## src/rtl/cmd_parser_if.sv

```systemverilog
// cmd_parser_if: bundles the receive handshake and the command output bus of
// the line-oriented command parser.
//   rx_data  / rx_valid / rx_ready : character stream into the parser
//   op_code / op_valid / a         : one-hot command pulse plus held argument
//   err / busy                     : error pulse and parse-in-progress flag
// master: the side that supplies characters and consumes commands.
// slave : the parser itself.
interface cmd_parser_if;

  logic [7:0]  rx_data;
  logic        rx_valid;
  logic        rx_ready;
  logic [10:0] op_code;
  logic        op_valid;
  logic [7:0]  a;
  logic        err;
  logic        busy;

  modport master (
    output rx_data,
    output rx_valid,
    input  rx_ready,
    input  op_code,
    input  op_valid,
    input  a,
    input  err,
    input  busy
  );

  modport slave (
    input  rx_data,
    input  rx_valid,
    output rx_ready,
    output op_code,
    output op_valid,
    output a,
    output err,
    output busy
  );

endinterface

```

## src/rtl/cmd_parser.sv

```systemverilog
// cmd_parser: collects ASCII characters into an upper-cased line buffer, and on
// carriage return parses the line into a keyword (up to 5 chars) and an optional
// saturating decimal argument, then emits a one-cycle one-hot op_code.
// Ports:
//   clk    : system clock
//   rst_n  : asynchronous active-low reset
//   bus    : cmd_parser_if.slave (rx_data/rx_valid/rx_ready in,
//            op_code/op_valid/a/err/busy out, all registered except rx_ready)
module cmd_parser #(
  parameter int unsigned LINE_LEN = 16
) (
  input logic         clk,
  input logic         rst_n,
  cmd_parser_if.slave bus
);

  localparam int unsigned CW     = $clog2(LINE_LEN + 1);
  localparam int unsigned IW     = $clog2(LINE_LEN);
  localparam int unsigned KW_MAX = 5;
  localparam int unsigned KLW    = 3;
  localparam int unsigned N_OPS  = 11;
  localparam int unsigned MACW   = 12;

  localparam logic [7:0] CH_BS = 8'h08;
  localparam logic [7:0] CH_LF = 8'h0A;
  localparam logic [7:0] CH_CR = 8'h0D;
  localparam logic [7:0] CH_SP = 8'h20;

  // Keyword table, space padded; entry i drives op_code bit i.
  localparam logic [N_OPS-1:0][8*KW_MAX-1:0] KW_TABLE = {
    "BYE  ", "TIME ", "RAND ", "LED  ", "ECHO ", "HI   ",
    "MUL  ", "SUB  ", "ADD  ", "HELP ", "CLR  "
  };

  typedef enum logic [2:0] {
    S_COLLECT,
    S_DISCARD,
    S_PARSE,
    S_MATCH,
    S_EMIT
  } state_t;

  state_t                   r_state;
  logic [CW-1:0]            r_count;
  logic [CW-1:0]            r_idx;
  logic [7:0]               r_buf [LINE_LEN];
  logic [KW_MAX-1:0][7:0]   r_kw;
  logic [KLW-1:0]           r_kw_len;
  logic                     r_in_arg;
  logic                     r_bad;
  logic [7:0]               r_arg;
  logic [N_OPS-1:0]         r_op_code;
  logic                     r_op_valid;
  logic [7:0]               r_a;
  logic                     r_err;
  logic                     r_busy;

  logic                     w_rx_ready;
  logic                     w_take;
  logic                     w_is_lower;
  logic [7:0]               w_char_up;
  logic                     w_full;
  logic                     w_storable;
  logic                     w_store;
  logic                     w_overflow;
  logic [7:0]               w_pc;
  logic                     w_pc_digit;
  logic [MACW-1:0]          w_arg_mac;
  logic [7:0]               w_arg_sat;
  logic                     w_last;
  logic [N_OPS-1:0]         w_match;

  // Ready is a pure state decode so upstream sees it without a flop delay.
  assign w_rx_ready = (r_state == S_COLLECT) || (r_state == S_DISCARD);
  assign w_take     = bus.rx_valid && w_rx_ready;

  // Character classification for the collect path.
  assign w_is_lower = (bus.rx_data >= 8'h61) && (bus.rx_data <= 8'h7A);
  assign w_char_up  = w_is_lower ? (bus.rx_data - 8'h20) : bus.rx_data;
  assign w_full     = (r_count == CW'(LINE_LEN));
  assign w_storable = (bus.rx_data != CH_CR) && (bus.rx_data != CH_BS) &&
                      (bus.rx_data != CH_LF) &&
                      !((bus.rx_data == CH_SP) && (r_count == '0));
  assign w_store    = w_take && (r_state == S_COLLECT) && w_storable && !w_full;
  assign w_overflow = w_take && (r_state == S_COLLECT) && w_storable && w_full;

  // Parse datapath: current buffer character and saturating decimal accumulate.
  assign w_pc       = r_buf[r_idx[IW-1:0]];
  assign w_pc_digit = (w_pc >= 8'h30) && (w_pc <= 8'h39);
  assign w_arg_mac  = MACW'(r_arg) * MACW'(10) + MACW'(w_pc - 8'h30);
  assign w_arg_sat  = (w_arg_mac > MACW'(255)) ? 8'hFF : w_arg_mac[7:0];
  assign w_last     = (r_idx == (r_count - CW'(1)));

  // Exact keyword compare against every table entry.
  always_comb begin
    w_match = '0;
    for (int unsigned i = 0; i < N_OPS; i++) begin
      w_match[i] = (r_kw == KW_TABLE[i]);
    end
  end

  assign bus.rx_ready = w_rx_ready;
  assign bus.op_code  = r_op_code;
  assign bus.op_valid = r_op_valid;
  assign bus.a        = r_a;
  assign bus.err      = r_err;
  assign bus.busy     = r_busy;

  // Line buffer storage.
  always_ff @(posedge clk or negedge rst_n) begin
    if (!rst_n) begin
      for (int unsigned i = 0; i < LINE_LEN; i++) begin
        r_buf[i] <= '0;
      end
    end else if (w_store) begin
      r_buf[r_count[IW-1:0]] <= w_char_up;
    end
  end

  // Control FSM with registered outputs.
  always_ff @(posedge clk or negedge rst_n) begin
    if (!rst_n) begin
      r_state    <= S_COLLECT;
      r_count    <= '0;
      r_idx      <= '0;
      r_kw       <= {KW_MAX{CH_SP}};
      r_kw_len   <= '0;
      r_in_arg   <= 1'b0;
      r_bad      <= 1'b0;
      r_arg      <= '0;
      r_op_code  <= '0;
      r_op_valid <= 1'b0;
      r_a        <= '0;
      r_err      <= 1'b0;
      r_busy     <= 1'b0;
    end else begin
      r_err <= 1'b0;
      case (r_state)
        S_COLLECT: begin
          if (w_take) begin
            if (bus.rx_data == CH_CR) begin
              // Empty lines produce nothing; otherwise arm the parse scan.
              if (r_count != '0) begin
                r_state  <= S_PARSE;
                r_busy   <= 1'b1;
                r_idx    <= '0;
                r_kw     <= {KW_MAX{CH_SP}};
                r_kw_len <= '0;
                r_in_arg <= 1'b0;
                r_bad    <= 1'b0;
                r_arg    <= '0;
              end
            end else if (bus.rx_data == CH_BS) begin
              if (r_count != '0) begin
                r_count <= r_count - CW'(1);
              end
            end else if (w_store) begin
              r_count <= r_count + CW'(1);
            end else if (w_overflow) begin
              r_state <= S_DISCARD;
            end
          end
        end

        S_DISCARD: begin
          if (w_take && (bus.rx_data == CH_CR)) begin
            r_err   <= 1'b1;
            r_count <= '0;
            r_state <= S_COLLECT;
          end
        end

        S_PARSE: begin
          if (!r_in_arg) begin
            // First space ends the keyword; a sixth keyword char marks the line bad.
            if (w_pc == CH_SP) begin
              r_in_arg <= 1'b1;
            end else if (r_kw_len == KLW'(KW_MAX)) begin
              r_bad <= 1'b1;
            end else begin
              r_kw[KLW'(KW_MAX - 1) - r_kw_len] <= w_pc;
              r_kw_len <= r_kw_len + KLW'(1);
            end
          end else if (w_pc_digit) begin
            r_arg <= w_arg_sat;
          end else if (w_pc != CH_SP) begin
            r_bad <= 1'b1;
          end
          r_idx <= r_idx + CW'(1);
          if (w_last) begin
            r_state <= S_MATCH;
          end
        end

        S_MATCH: begin
          if ((w_match != '0) && !r_bad) begin
            r_op_code  <= w_match;
            r_op_valid <= 1'b1;
            r_a        <= r_arg;
          end else begin
            r_err <= 1'b1;
          end
          r_state <= S_EMIT;
        end

        S_EMIT: begin
          r_op_code  <= '0;
          r_op_valid <= 1'b0;
          r_busy     <= 1'b0;
          r_count    <= '0;
          r_state    <= S_COLLECT;
        end

        default: begin
          r_state <= S_COLLECT;
        end
      endcase
    end
  end

endmodule

```

## src/flat_wrapper.sv

```systemverilog
// flat-port wrapper written by rule: the top's interface ports become plain ports
module cmd_parser_flat 
#(
  parameter int unsigned LINE_LEN = 16
)
  (clk, rst_n, bus_rx_data, bus_rx_valid, bus_rx_ready, bus_op_code, bus_op_valid, bus_a, bus_err, bus_busy);
  cmd_parser_if bus_i ();
  input logic clk;
  input logic rst_n;
  input wire logic [$bits(bus_i.rx_data)-1:0] bus_rx_data;
  input wire logic [$bits(bus_i.rx_valid)-1:0] bus_rx_valid;
  output wire logic [$bits(bus_i.rx_ready)-1:0] bus_rx_ready;
  output wire logic [$bits(bus_i.op_code)-1:0] bus_op_code;
  output wire logic [$bits(bus_i.op_valid)-1:0] bus_op_valid;
  output wire logic [$bits(bus_i.a)-1:0] bus_a;
  output wire logic [$bits(bus_i.err)-1:0] bus_err;
  output wire logic [$bits(bus_i.busy)-1:0] bus_busy;
  assign bus_i.rx_data = bus_rx_data;
  assign bus_i.rx_valid = bus_rx_valid;
  assign bus_rx_ready = bus_i.rx_ready;
  assign bus_op_code = bus_i.op_code;
  assign bus_op_valid = bus_i.op_valid;
  assign bus_a = bus_i.a;
  assign bus_err = bus_i.err;
  assign bus_busy = bus_i.busy;
  cmd_parser #(.LINE_LEN(LINE_LEN)) u_core (.clk(clk), .rst_n(rst_n), .bus(bus_i));
endmodule
```

## config.mk

```make
export PLATFORM = sky130hd
export DESIGN_NAME = cmd_parser_flat
export DESIGN_NICKNAME = d
export VERILOG_FILES = /design/src/rtl/cmd_parser_if.sv /design/src/rtl/cmd_parser.sv /design/src/flat_wrapper.sv
export SDC_FILE = /design/constraint.sdc
export NUM_CORES = 1
export LEC_CHECK = 0
export CORE_ASPECT_RATIO = 1.2
export CORE_MARGIN = 2
export CORE_UTILIZATION = 56
export CTS_CLUSTER_SIZE = 20
export DETAILED_ROUTE_END_ITERATION = 10
export PLACE_DENSITY = 0.74
export SYNTH_ARGS = -nofsm -noshare
export SYNTH_HDL_FRONTEND = slang
export SYNTH_SLANG_ARGS = --single-unit
```

## constraint.sdc

```tcl
create_clock -name clk -period 4.2 [get_ports clk]
set_clock_uncertainty 0.05 [all_clocks]
set_input_delay 0.84 -clock clk [delete_from_list [all_inputs] [get_ports clk]]
set_output_delay 0.84 -clock clk [all_outputs]
set_load 0.01 [all_outputs]
```

Yosys cells after proc, flatten, opt, wreduce, memory -nomap -nowiden
Cells that the tools add are included.
{"block": "totals", "word_cells": 212, "out_inout_bits": 23, "regBits": 216, "input_bits": 11}
{"block": "classes", "bitwise": 2, "multipliers": 1, "n_eq_ne": 48, "muxes": 74, "n_reduce_logical": 36, "magnitude_cmp": 10, "add_sub_neg": 8}
{"operator": "$eq 40x39->1 const B", "count": 11}
{"operator": "$mux 40", "count": 6}
{"operator": "$bwmux 128", "count": 1}
{"operator": "$mux 8", "count": 11}
{"operator": "$pmux 40 s2", "count": 1}
{"operator": "$mux 5", "count": 9}
{"operator": "$mux 3", "count": 14}
{"operator": "$bwmux 40", "count": 1}
{"operator": "$bmux 8 s4", "count": 1}
{"operator": "$demux 8 s4", "count": 1}
{"operator": "$demux 8 s3", "count": 1}
{"operator": "$ne 8x4->1 const B", "count": 3}
{"operator": "$pmux 11 s2", "count": 1}
{"operator": "$ne 3x3->1 const B", "count": 6}
{"operator": "$eq 8x4->1 const B", "count": 2}
{"operator": "$eq 8x6->1 const B", "count": 2}
{"operator": "$mux 1", "count": 16}
{"operator": "$pmux 8 s2", "count": 1}
{"operator": "$logic_and 1x1->1", "count": 15}
{"operator": "$pmux 5 s3", "count": 1}
{"operator": "$ne 2x2->1 const B", "count": 7}
{"operator": "$reduce_and 7->1", "count": 2}
{"operator": "$add 12x12->12", "count": 1}
{"operator": "$gt 12x8->1 const B", "count": 1}
{"operator": "42 further kinds", "count": 64}

Logic depth before layout (Yosys ltp)
Gate-level depths: netlist (run 1).
{"block": "logic_depth", "depth_word": 12, "mapped_depth": 16, "depth_no_buf": 15}

Worst setup path before layout (run 1)
Ideal clock, no wire load.
{"block": "synth_timing", "path_type": "register to register", "start": "reg u_core.r_idx[0]", "end": "reg u_core.r_arg[3]", "slack_ns": 0.522, "setup_ns": 0.131, "arrival_ns": 3.497, "synth_period_minus_slack_ns": 3.678, "t_required_ns": 4.019, "path_stages_with_launch": 15, "path_buffers": 2, "path_cell_list": "dfrtp_1 -> buf_6 -> buf_2 -> mux4_2 -> a22oi_1 -> nand2_1 -> ha_1 -> xor2_1 -> ha_1 -> or3_1 -> o211ai_1 -> nor4b_1 -> o21ai_1 -> nor3_1 -> o21ai_0"}
{"block": "synth_between", "elab_chain_len": 11, "word_cells_on_any_way": 16, "classes_between": "2 x add/sub; 3 x order compare; 1 x eq/ne; 7 x mux; 1 x bitwise; 2 x reduce/logical"}
{"element": "from (decl)", "line_no": "cmd_parser.sv:45", "source": "logic [CW-1:0] r_idx;"}
{"element": "from (signal assigned)", "line_no": "cmd_parser.sv:189", "source": "r_idx <= r_idx + CW'(1);"}
{"element": "$not 4->5 (implied by the code) *", "line_no": "cmd_parser.sv:88", "source": "assign w_pc = r_buf[r_idx[IW-1:0]];"}
{"element": "$bmux 8 s4 *", "line_no": "cmd_parser.sv:88"}
{"element": "$mux 8 (implied by the code) * (2 in series)", "line_no": "cmd_parser.sv:88"}
{"element": "$sub 8x6->9", "line_no": "cmd_parser.sv:90", "source": "assign w_arg_mac = MACW'(r_arg) * MACW'(10) + MACW'(w_pc - 8'h30);"}
{"element": "$add 12x12->12", "line_no": "cmd_parser.sv:90"}
{"element": "$gt 12x8->1", "line_no": "cmd_parser.sv:91", "source": "assign w_arg_sat = (w_arg_mac > MACW'(255)) ? 8'hFF : w_arg_mac[7:0];"}
{"element": "$mux 8", "line_no": "cmd_parser.sv:91"}
{"element": "$mux 8", "line_no": "cmd_parser.sv:184", "source": "end else if (w_pc_digit) begin"}
{"element": "$mux 8", "line_no": "cmd_parser.sv:174", "source": "if (!r_in_arg) begin"}
{"element": "$pmux 8 s2", "line_no": "cmd_parser.sv:138", "source": "case (r_state)"}
{"element": "to (signal assigned)", "line_no": "cmd_parser.sv:185", "source": "r_arg <= w_arg_sat;"}
{"element": "to (decl)", "line_no": "cmd_parser.sv:51", "source": "logic [7:0] r_arg;"}
Mark *: on every way between the ends. The rest lies on a longest branch, timed or not. The select of a mux whose other input is x is not followed.
A chain may end at the register's enable or synchronous reset.

Worst setup path in the final report (run 1)
{"block": "layout_timing", "start": "reg u_core.r_idx[3]", "end": "reg u_core.r_arg[3]"}
Same word-level chain as after synthesis.

==> out/results.ini, run 1 <==
[clocking]
ctsHtreeMaxLevel = 1
clockBufferDepth = 3
cts_tree = done
cts-buffers-inserted = 23
clk_latency_ps = 510
holdBufCountCts = 0
path_clk_slew_ps = 60
cts_root_buf = clkbuf_16
cts_resized = 0
cts_setup_buffers = 0
cts_sinks = 216

[layout]
layout_commonest_cell = dfrtp_1
drive_gt1_share_pct = 24.7
final_area_mm2 = 0.0129
final_core_util_pct = 64.1
mostFrequentLayoutCells = dfrtp_1 (210), mux2_2 (127), nand2_1 (88)
n_fill_cell = 1579
seqCellArea_mm2 = 0.00541
fin_cells = 1290
num-nets-final = 1057
area_delta_synth_final_pct = 12.8
antenna_cells = 0
multi_input_area_mm2 = 0.00578

[global_routing]
grt_max_degree = 113
grt_pass1_wl_um = 44400
overflow = 0
grt_pass1_vias = 8148
globalRouteTotalUtil_pct = 26.0
antenna_found_initial = 0

[yosys]
yosysWarningCount = 0
ys_types = 77
synth-seq-cells = 216
syn_inst = 969
syn_area_mm2 = 0.0115
async_reset_ff_share_pct = 100
syn_avg_cell_area_um2 = 11.8
yosysSeqAreaShare_pct = 47.2
synth_nets = 1017
synth_edf_count = 0
synth_top_flop_cell = dfrtp_1

[power_and_ir_drop]
internal-power_mw = 4.67
power.switching_mw = 2.25
seqPwrFrac_pct = 37.3
power_density_mw_per_mm2 = 536
pwr-share-clk_pct = 29.1
power.leakage_nw = 5.97
p_sw_share_pct = 32.5
power_mw = 6.93
combPwrFrac_pct = 33.6
ir_drop_uv = 364

[sta]
fin_tns_setup_ps = 0
fin_crit_sh_pct = 94.4
layout_min_cycle_time_ps = 3960
maxSlewViolCount = 0
finalSetupViolCount = 0
max_freq_mhz = 252
worst_pin_slew_ps = 1020
finalHoldViolations = 0
rsz0062_at_grt = no
max_slew_margin_pct = 31.9

[floorplanning]
fp-row-count = 57
die_h_um = 161
dieArea_mm2 = 0.0216
io_pins = 34
dieWidth_um = 135
core_mm2 = 0.0202
start_util_pct = 56.8

[placed_design]
dp.final_hpwl_um = 19200
gp_congestion = 0.923
io_buffers = 33
place_area_mm2 = 0.0122
place_inst = 1249

[critical_path]
crit_required_ps = 4510
worstSetupPathType = flop to flop
start_kind = flop
cp.arrival_ps = 4270
cp_max_fo = 13
crit_path_end_kind = flop

[drt]
ant_nets = 0
vias = 8069
postRouteWirelength_um = 27300
post_drt_via_cell_ratio = 6.26
wire_per_inst_um = 21.2
drc = 0
drt-pass1-iter-count = 4
drtIter0Drc = 496

[min_path]
hp-class = input pin to asynchronous set/reset pin

[run_status]
status = finished clean

[flow_run]
max_cap_viol_count = 0

area by class of cell:
cell class / count / area share, %
Timing Repair Buffer: 61 / 4.51
Tap cell: 265 / 2.56
Sequential cell: 216 / 41.8
Multi-Input combinational cell: 685 / 44.7
Clock inverter: 8 / 0.735
Clock buffer: 33 / 5.05
Inverter: 22 / 0.638
synthesized netlist by cell type (all sizes together) (14+ instances only):
library cell / instances / area [um^2]
nor4b: 14 / 129
ha: 35 / 438
nand3: 24 / 133
mux4: 32 / 721
mux2: 127 / 1430
mux2i: 29 / 290
nand2: 90 / 343
nor3: 25 / 125
a21oi: 21 / 113
a22o: 18 / 158
nor2: 42 / 158
o21ai: 38 / 190
inv: 22 / 82.6
nand4: 20 / 138
clkbuf: 35 / 131
dfrtp: 211 / 5280
kinds of logic (layout without fill, tap and decap cells):
group | count (synthesis) | after routing | synth area share, %
buf+inv | 68 | 124 | 2.52
compound gates | 142 | 142 | 8.76
flops | 216 | 216 | 47.2
simple gates | 294 | 294 | 14.1
xor+xnor | 24 | 24 | 1.95
mux | 188 | 188 | 21.3
fa+ha+maj | 37 | 37 | 4.17
worst paths after layout:
path	startpoint	endpoint	slack (ps)	cells past startpoint
max	u_core.r_idx[3]	u_core.r_arg[3]	240	14
min in group clk	u_core.r_buf[111]	u_core.r_buf[111]	430	2
min	rst_n	u_core.r_kw[7]	290	1
max in group asynchronous	rst_n	u_core.r_kw[5]	2890	2
max reg2reg	u_core.r_idx[3]	u_core.r_arg[3]	240	14
min reg2reg	u_core.r_buf[111]	u_core.r_buf[111]	430	2
through the flow:
step                setup WS [ps]  hold WS [ps]
floorplan                     522           395
global placement              387           407
detailed placement            294           417
CTS                           226           371
global route                 6.67           398
finish                        235           291
per-layer routing:
layer,vias up,routed length [um],global-route usage (%)
li1,3692,-,-
met4,0,1110,10.6
met5,-,0,0
met2,237,14100,45.6
met3,79,1220,4.04
met1,4061,10900,32.1
worst max-delay path, cell delays in order, from the launching register on:
cell      delay, ps
dfrtp_1         650
nor2b_1         640
a22oi_1         200
nand2_1         190
buf_4           180
nand2_1          60
nand2_1          90
xor2_1           60
ha_1            210
or3_1           320
o211ai_1        260
nor4b_1         270
o21ai_1         260
nor3_1          240
o21ai_0         120
state kept, by name, summed over array words and instances, names as in the netlist:
signal and cells:
u_core.bus.op_valid 1, u_core.r_arg 8, u_core.r_state 3, u_core.r_kw 40, u_core.r_bad 1, u_core.r_in_arg 1, u_core.r_kw_len 3, u_core.bus.a 8
u_core.r_idx 5, u_core.r_count 5, u_core.bus.err 1, u_core.r_buf 128, u_core.bus.busy 1, u_core.bus.op_code 11
power groups by stage:
| stage | Combinational, mW | Clock (mW) | Sequential (mW) |
|---|---|---|---|
| after floorplan | 1.75 | 0 | 2.53 |
| after global placement | 2.26 | 0 | 2.60 |
| after detailed placement | 2.30 | 0 | 2.62 |
| after CTS | 2.31 | 2.05 | 2.58 |
| after global routing | 2.55 | 2.16 | 2.62 |
| final | 2.33 | 2.01 | 2.59 |
No activity file was read; power rests on OpenSTA's default activity.
==> run 2, diff against run 1 <==
--- a/config.mk
+++ b/config.mk
@@ -7,10 +7,10 @@
 export LEC_CHECK = 0
 export CORE_ASPECT_RATIO = 1.2
 export CORE_MARGIN = 2
-export CORE_UTILIZATION = 56
+export CORE_UTILIZATION = 49
 export CTS_CLUSTER_SIZE = 20
 export DETAILED_ROUTE_END_ITERATION = 10
-export PLACE_DENSITY = 0.74
+export PLACE_DENSITY = 0.66
 export SYNTH_ARGS = -nofsm -noshare
 export SYNTH_HDL_FRONTEND = slang
 export SYNTH_SLANG_ARGS = --single-unit
==> run 2 against run 1 <==
Non-clock buffer count increased by 8. Routed wire length decreased by 0.50%. Global-route usage decreased by 3.1 points. Final cell count increased by 4.3%. Count of clock-buffer cells in the layout decreased by 4. Largest cell class unchanged. Die area increased by 14%. Fmax increased by 0.22%.
==> out/results.ini, run 2 (same netlist as run 1, synthesis figures left out) <==
[placed_design]
dp.final_hpwl_um = 19500  ; +1.5%
place_area_mm2 = 0.0123  ; +0.84%
gp_congestion = 0.878  ; -4.8%
io_buffers = 33  ; unchanged

[power_and_ir_drop]
power.switching_mw = 2.30  ; +1.9%
ir_drop_uv = 444  ; +22%
internal-power_mw = 4.77  ; +2.0%
pwr-share-clk_pct = 29.7  ; +0.6 points
p_sw_share_pct = 32.5  ; about the same
power.leakage_nw = 6.04  ; +1.1%
seqPwrFrac_pct = 36.6  ; -0.7 points
combPwrFrac_pct = 33.7  ; about the same
power_density_mw_per_mm2 = 540  ; +0.84%

[sta]
layout_min_cycle_time_ps = 3960  ; -8.53 ps
fin_tns_setup_ps = 0  ; unchanged
maxSlewViolCount = 0  ; unchanged
fin_crit_sh_pct = 94.2  ; -0.20 points
worst_pin_slew_ps = 1130  ; +112 ps
rsz0062_at_grt = no
max_freq_mhz = 253  ; +0.22%
finalHoldViolations = 0  ; unchanged
max_slew_margin_pct = 24.4  ; -7.5 points
finalSetupViolCount = 0  ; unchanged

[floorplanning]
die_h_um = 172  ; +6.7%
dieWidth_um = 144  ; +6.7%
start_util_pct = 49.7  ; -7.1 points
io_pins = 34  ; unchanged
dieArea_mm2 = 0.0246  ; +14%
fp-row-count = 61  ; +7.0%
core_mm2 = 0.0230  ; +14%

[drt]
drt-pass1-iter-count = 5  ; +1
wire_per_inst_um = 20.2  ; -4.6%
drc = 0  ; unchanged
post_drt_via_cell_ratio = 5.90  ; -5.7%
vias = 7940  ; -1.6%
postRouteWirelength_um = 27200  ; -0.50%
ant_nets = 0  ; unchanged
drtIter0Drc = 426  ; -14%

[global_routing]
grt_pass1_wl_um = 44400  ; -0.11%
grt_max_degree = 109  ; -3.5%
overflow = 0  ; unchanged
globalRouteTotalUtil_pct = 22.9  ; -3.1 points
antenna_found_initial = 0  ; unchanged
grt_pass1_vias = 8186  ; +0.47%

[min_path]
hp-class = input pin to asynchronous set/reset pin

[critical_path]
crit_chain = buf_4 -> mux4_2 -> a22oi_1 -> nand2_2 -> buf_4 -> ha_1 -> inv_1 -> ha_1 -> o21a_1 -> o31a_1 -> o211ai_1 -> a21oi_1 -> xnor3_2 -> nor3_1 -> o21ai_0
crit_path_end_kind = flop
worstSetupPathType = flop to flop
critPathTopFamily = compound AO/OA/AOI/OAI gates
cp_slowest_cell = mux4_2
path_buf_inv = 3  ; +2
crit_required_ps = 4520  ; about the same
cp_max_fo = 8  ; -5
cp.arrival_ps = 4280  ; about the same
start_kind = flop
path_depth = 15  ; +1
max_stage_delay_ps = 510  ; -140 ps
ff2ff_path_depth = 15  ; +1

[layout]
n_fill_cell = 1967  ; +25%
antenna_cells = 0  ; unchanged
layout_commonest_cell = dfrtp_1
num-nets-final = 1065  ; +0.76%
largest_register_ffs = 128  ; unchanged
final_area_mm2 = 0.0131  ; +1.2%
area_delta_synth_final_pct = 14.1
drive_gt1_share_pct = 26.0  ; +1.3 points
largest-register = u_core.r_buf
mostFrequentLayoutCells = dfrtp_1 (210), mux2_2 (127), nand2_1 (87)

[clocking]
ctsHtreeMaxLevel = 1  ; unchanged
cts_sinks = 216  ; unchanged
cts_tree = done
clk_latency_ps = 510  ; about the same
clockBufferDepth = 3  ; unchanged
path_clk_slew_ps = 60  ; about the same
cts_root_buf = clkbuf_16
cts-buffers-inserted = 23  ; unchanged

[flow_run]
max_cap_viol_count = 0  ; unchanged

[run_status]
status = finished clean

==> run 2: cell types whose count changed in the layout (fill, tap and decap cells not counted), moves of 2 or more <==
cell / delta
buf_4: +9
clkbuf_1: -5
clkinv_2: +3
clkinvlp_4: -2
==> run 2: area by class of cell <==
type                            instances  area (um^2)  area share [%]
Sequential cell                       216         5410            41.4
Multi-Input combinational cell        685         5790            44.3
Clock buffer                           29          648            4.95
Tap cell                              315          394            3.01
Inverter                               22         82.6           0.631
Clock inverter                         10          125           0.956
Timing Repair Buffer                   69          631            4.82
==> run 2: path summary, 6_finish.rpt <==
kind                            startpoint         endpoint  slack (ps)
min                                  rst_n  u_core.r_kw[38]         340
min reg2reg                u_core.r_kw[29]  u_core.r_kw[29]         430
max reg2reg                u_core.r_idx[0]  u_core.r_arg[5]         240
max                        u_core.r_idx[0]  u_core.r_arg[5]         240
max in group asynchronous            rst_n  u_core.bus.a[7]        2850
min in group clk           u_core.r_kw[29]  u_core.r_kw[29]         430
==> run 2: timing repair <==
item / 4_1_cts / 5_1_grt
gates resized for setup: 0 / 6
setup endpoints to repair: 0 / 8
buffers inserted: 0 / 1
hold buffers: 0 / 0
==> run 2: through the flow <==
step / hold WS (ps) / worst slack [ps] / utilization (%) / std cells / power, mW
3_3_place_gp: 408 / 190 / 53.3 / 1306 / 4.88
5_1_grt: 404 / 31.2 / 56.8 / 1346 / 7.46
3_5_place_dp: 415 / 64.6 / 53.3 / 1306 / 4.95
2_1_floorplan: 395 / 522 / - / 969 / 4.28
4_1_cts: 376 / 50.6 / 56.6 / 1345 / 7.05
6_report: 338 / 244 / 56.8 / 1346 / 7.07
==> run 2: power groups by stage <==
stage / registers (mW) / clock network (mW) / logic (mW)
final: 2.59 / 2.10 / 2.38
after global routing: 2.62 / 2.23 / 2.61
after CTS: 2.59 / 2.13 / 2.33
after detailed placement: 2.63 / 0 / 2.32
after global placement: 2.62 / 0 / 2.26
after floorplan: 2.53 / 0 / 1.75
==> run 2: metal layers <==
layer | wire length [um] | global-route usage [%]
met5 | 0 | 0
met4 | 613 | 6.52
met3 | 861 | 2.45
met2 | 14500 | 41.9
met1 | 11200 | 28.7
